`config.mk`:
```
export PLATFORM = sky130hd
export DESIGN_NAME = eg_memory_sequencer
export DESIGN_NICKNAME = d
export VERILOG_FILES = /design/src/rtl/eg_memory_sequencer.sv
export SDC_FILE = /design/constraint.sdc
export NUM_CORES = 1
export LEC_CHECK = 0
export ABC_AREA = 0
export BUFFER_PORTS_ARGS = -buffer_cell sky130_fd_sc_hd__buf_2
export CAP_MARGIN = 20
export CORE_MARGIN = 2
export CORE_UTILIZATION = 44
export DETAILED_ROUTE_END_ITERATION = 10
export PLACE_DENSITY = 0.9
export SLEW_MARGIN = 20
export SYNTH_ARGS = -nofsm -noshare
export SYNTH_HDL_FRONTEND = slang
export SYNTH_SLANG_ARGS = --single-unit
export TNS_END_PERCENT = 1
```
`constraint.sdc`:
```
create_clock -name clk -period 2.7 [get_ports clk]
set_clock_uncertainty 0.2 [all_clocks]
set_input_delay 0.135 -clock clk [delete_from_list [all_inputs] [get_ports clk]]
set_output_delay 0.135 -clock clk [all_outputs]
set_load 0.02 [all_outputs]
```
`src/rtl/eg_memory_sequencer.sv`:
```
// Envelope state memory sequencer: round-robin read/update/write-back
// over all slots, with host forced writes in a fixed window.
module eg_memory_sequencer #(
  parameter int NUM_SLOTS = 18,
  parameter int DW        = 25,
  parameter int AW        = 5
) (
  input  logic          clk,
  input  logic          reset,
  input  logic          run,
  output logic [AW-1:0] mem_raddr,
  input  logic [DW-1:0] mem_rdata,
  output logic          mem_wr,
  output logic [AW-1:0] mem_waddr,
  output logic [DW-1:0] mem_wdata,
  output logic          eg_rd_valid,
  output logic [AW-1:0] eg_slot,
  output logic [DW-1:0] eg_rd_data,
  input  logic          eg_upd_valid,
  input  logic [DW-1:0] eg_upd_data,
  input  logic          host_req,
  input  logic [AW-1:0] host_slot,
  input  logic [DW-1:0] host_wdata,
  output logic          host_ack,
  output logic          host_err,
  output logic          frame_start,
  output logic          init_done,
  output logic          upd_miss
);

  typedef enum logic [1:0] {
    P0 = 2'd0,
    P1 = 2'd1,
    P2 = 2'd2,
    P3 = 2'd3
  } phase_t;

  localparam logic [AW-1:0] LAST = AW'(NUM_SLOTS - 1);
  localparam logic [AW-1:0] NSL  = AW'(NUM_SLOTS);

  phase_t        phase;
  logic [AW-1:0] cur_slot;
  logic [AW-1:0] init_cnt;
  logic          active;
  logic          init_q;
  logic          cap_valid;
  logic [DW-1:0] cap_data;
  logic          cancel;
  logic          miss_q;

  logic start;
  logic host_win;
  logic host_bad;
  logic host_wr;
  logic wb;

  // Period start is decided live at p0; p1..p3 use the latched flag.
  assign start    = (phase == P0) && init_q && run;
  assign host_win = (phase == P2) && init_q && host_req;
  assign host_bad = host_slot >= NSL;
  assign host_wr  = host_win && !host_bad;
  assign wb       = active && (phase == P3) && cap_valid && !cancel;

  assign mem_raddr   = start ? cur_slot : '0;
  assign frame_start = start && (cur_slot == '0);
  assign eg_rd_valid = active && (phase == P1);
  assign eg_slot     = active ? cur_slot : '0;
  assign eg_rd_data  = eg_rd_valid ? mem_rdata : '0;
  assign host_ack    = host_win;
  assign host_err    = host_win && host_bad;
  assign init_done   = init_q;
  assign upd_miss    = miss_q;

  // Host window (p2) and write-back (p3) never overlap in time.
  assign mem_wr    = host_wr || wb;
  assign mem_waddr = host_wr ? host_slot :
                     wb      ? cur_slot  : '0;
  assign mem_wdata = host_wr ? host_wdata :
                     wb      ? cap_data   : '0;

  // Init wait, phase/slot sequencing, update capture and miss tracking.
  always_ff @(posedge clk or posedge reset) begin
    if (reset) begin
      phase     <= P0;
      cur_slot  <= '0;
      init_cnt  <= '0;
      active    <= 1'b0;
      init_q    <= 1'b0;
      cap_valid <= 1'b0;
      cap_data  <= '0;
      cancel    <= 1'b0;
      miss_q    <= 1'b0;
    end else if (!init_q) begin
      if (init_cnt == LAST) begin
        init_q <= 1'b1;
      end else begin
        init_cnt <= init_cnt + 1'b1;
      end
    end else begin
      unique case (phase)
        P0: begin
          active    <= start;
          cap_valid <= 1'b0;
          cancel    <= 1'b0;
          phase     <= P1;
        end
        P1: begin
          phase <= P2;
        end
        P2: begin
          if (active && host_wr && (host_slot == cur_slot)) begin
            cancel <= 1'b1;
          end
          if (active && !cap_valid && !eg_upd_valid) begin
            miss_q <= 1'b1;
          end
          phase <= P3;
        end
        P3: begin
          if (active) begin
            cur_slot <= (cur_slot == LAST) ? '0 : cur_slot + 1'b1;
          end
          active <= 1'b0;
          phase  <= P0;
        end
        default: phase <= P0;
      endcase
      if (active && ((phase == P1) || (phase == P2)) &&
          eg_upd_valid && !cap_valid) begin
        cap_valid <= 1'b1;
        cap_data  <= eg_upd_data;
      end
    end
  end

endmodule

```
==> metrics list <==
- In this run the cell area of the synthesized design comes to 2720 um^2.
- Across all register-to-register paths, the minimum setup slack is 660 ps.
- Kind of path behind the tightest hold check: in2reg
* Worst reg-to-reg path cell count: 6
- Across all setup checks in the final design, the least slack found is 279 ps.
- The initial antenna violation count is 0.
- Footprint of the multi-input gates: 1430 um^2
* Number of clock sinks: 42
- Reg2reg end: cap_data[3]$_DFFE_PP0P_
- Clock tree synthesis inserted a total of 5 buffers.
- After detailed placement, the total cell area comes to 3550 um^2.
- Setup violators final: 0
- Post-CTS Setup Repair Bufs: 0
* Worst endpoint data arrival time: 2090 ps
* Top cells by area in the synthesized netlist: dfrtp_1 39%, mux2i_1 11%, mux2_2 10%, and3_1 6.2%, inv_1 5.3%
- Routed vias/inst: 5.09
* Power density over the cells: 415 nW/um^2
- Once the floorplan was initialized, standard cells occupied 45.6% of the core.
* Cell with the most instances after synthesis: dfrtp_1
* Capturing element of the worst setup path: mem_wdata[13]
* Portion of synthesized cell area occupied by the leading cell type: 38.7%
- Total power consumption of the routed design: 1630 uW
* Share of final-layout standard cells stronger than drive strength 1: 42.4%
- The worst pin sits at a relative slew slack of 41.1%.
- After clock tree synthesis, the repair step resized 0 gates.
- Cells after Synth: 290
* Peak supply drop: 225 uV
* Unique masters post-synth: 37
* Routed via count: 2760
- Area growth, synth to finish: 44.7%
- Most instantiated flip-flop cell in the synthesis netlist: dfrtp_1
- Insertion delay to the later sink of the worst-skew pair: 290 ps
* # port buffers: 156
- After layout, the minimum clock period comes to 2420 ps.
* Maximum operating frequency: 413 MHz
* Element type at the critical path end: primary output
* Startpoint of the worst register-to-register path: phase[0]$_DFFE_PP0P_
* Sequential share of the synthesized area: 38.7%
* Clock network fraction of total power: 30.2%
- 157 I/O pins were placed.
* H-tree level count: 2
* ANT cells: 0
- Largest net degree at the start of global routing: 32
- Category of the worst setup path launch point: flop
- Summing all flip-flop and latch instances after layout gives 1050 um^2.
- The routed design has 7650 um of wire.
* Dominant cell type by area after synthesis: dfrtp_1
- Sum of negative setup slack: 0 ps
* Net count of the finished layout: 560
- The first detailed-routing pass ran for 4 iterations.
* Warnings, synthesis: 0
- For this run, the total global-route usage over all layers was measured as 22.5%.
- After detailed routing, the average wire length per cell comes to 14.1 um.
* Die boundary height: 82.6 um
- Count of flip-flops with a built-in enable after synthesis: 0
* Fillcell total: 461
* DP Worst Slack: 671 ps
- Clock-pin slew was measured on the worst setup and hold paths at 80 ps.
- Sw Ratio: 28.0%
- Post-Synthesis Mean Instance Area: 9.37 um^2
* Max-slew violation count: 0
* Detailed Route Iter0 Violations: 117
* Root buffer selected by CTS: clkbuf_8
* Net Switching: 457 uW
- In the routed design, unresolved DRC markers number 0.
- Across the run, the number of max-cap violations was 0.
* Largest driver fanout on the critical path: 28
- CORE AREA: 5960 um^2
- The synthesized design contains 42 register bits.
* Final core area utilization: 66.0%
- Die area: 6820 um^2
- Number of global-route vias before repair: 2702
- Pint: 1170 uW
- Global-route wire length before repair: 11900 um
- Tightest Pin Transition: 878 ps
* Async set or reset register ratio after synthesis: 100%
- Final standard cell area without fillers: 3930 um^2
* Endpoints failing hold: 0
- Placed wire-length estimate after detailed placement: 5320 um
- After global routing the overflow that remains totals 0.
- Site Rows: 28
- Of the total power, combinational logic draws 22.6%.
- Final cycle utilization of the critical path: 89.7%
- The flow ran to the end, and the final reports show no timing, DRC or antenna violations.
* Setup repair after global routing missed its margin: false
- Leakage power: 0.00240 uW
- The die is 82.6 um wide.
- The critical path is of the reg2out type.
- Critical path launch point: phase[0]$_DFFE_PP0P_
* Buffer levels on the longest clock path: 2
- TritonCTS clock tree: done
* Required @ worst endpoint: 2370 ps
* Sequential share of power: 47.1%
- Global placement routability congestion: 0.773
- Antenna violation net count after detailed routing: 0
- Syn nets: 384
* Leading cell types by count after synthesis: 42 x dfrtp_1, 38 x inv_1, 36 x nand2_1
## how the worst min path moves through the flow
| stage | start | end | depth (start not counted) |
|---|---|---|---|
| after floorplan | eg_upd_data[2] | cap_data[2]$_DFFE_PP0P_ | 1 |
| after global placement | reset | cap_data[0]$_DFFE_PP0P_ | 2 |
| after detailed placement | reset | cap_data[24]$_DFFE_PP0P_ | 2 |
| after CTS | host_slot[0] | cancel$_DFFE_PP0P_ | 4 |
| after global routing | host_slot[2] | cancel$_DFFE_PP0P_ | 4 |
| final | host_slot[0] | cancel$_DFFE_PP0P_ | 4 |
## state kept, by name, summed over array words and instances, names as in the netlist
name,cells
active,1
cancel,1
cap_data,25
cap_valid,1
cur_slot,5
init_cnt,5
init_done,1
phase,2
upd_miss,1
## power groups by stage
stage                     clock network, uW  logic, uW  registers [uW]
after floorplan                           0        223             752
after global placement                    0        317             775
after detailed placement                  0        335             781
after CTS                               508        367             770
after global routing                    528        406             783
final                                   493        370             769
## per-stage QoR
step                hold WS, ps  cells
finish                     8.23    542
global route               34.8    542
CTS                        3.41    542
detailed placement         52.8    507
global placement           48.6    507
floorplan                  69.7    290
## cell type report
cell class | count | share of cell area (%)
clock buffer | 6 | 1.85
tap | 75 | 2.39
multi-input combinational | 191 | 36.4
clock inverter | 2 | 0.955
inverter | 38 | 3.63
sequential | 42 | 26.7
timing repair buffer | 188 | 28.0
## critical path: stages, from the launching register on
cell and delay, ps:
dfrtp_1 380, inv_1 90, ha_1 240, nand3_1 130, inv_1 90, nand2_2 160, buf_12 230, mux2i_1 250
buf_2 190
## cell usage in the layout (no fill, tap or decap), drive strengths merged, types with 3 or more instances in the layout
master       synthesis  layout
dlygate4sd3          0      27
nor3                 3       3
ha                   9       9
inv                 38      37
and2                 9       9
mux2                26      26
clkbuf              11       6
mux2i               29      29
o21ai                4       4
nand2               37      37
xnor2                8       8
nand3                6       6
o31ai                3       3
buf                  8     161
dfrtp               42      42
nand4                3       3
and3                27      27
nor2                 7       7
## logic make-up after synthesis
| logic type | after synthesis | share of synthesized area, % |
|---|---|---|
| xor gates and xnor gates | 10 | 3.22 |
| and+or+nand+nor | 101 | 19.8 |
| DFF | 42 | 38.7 |
| adders and majority gates | 9 | 4.15 |
| AOI/OAI and AO/OA | 16 | 4.01 |
| muxes | 55 | 21.5 |
| buffers and inverters | 57 | 8.71 |
## per-layer routing
layer,part of all wire (%),vias to the layer above,wire [um],global-route usage (%)
met5,0,-,0,0
met4,1.8,0,136,7.54
met3,6.1,17,466,4.13
met2,55,111,4220,43.6
met1,37,1315,2820,24.2
li1,-,1317,-,-
## what timing repair did
item / 4_1_cts / 5_1_grt
hold buffers: 27 / 0
endpoints found under the hold margin: 51 / 0
endpoints found under the setup margin: 0 / 0
(Power assumes the default switching activity.)
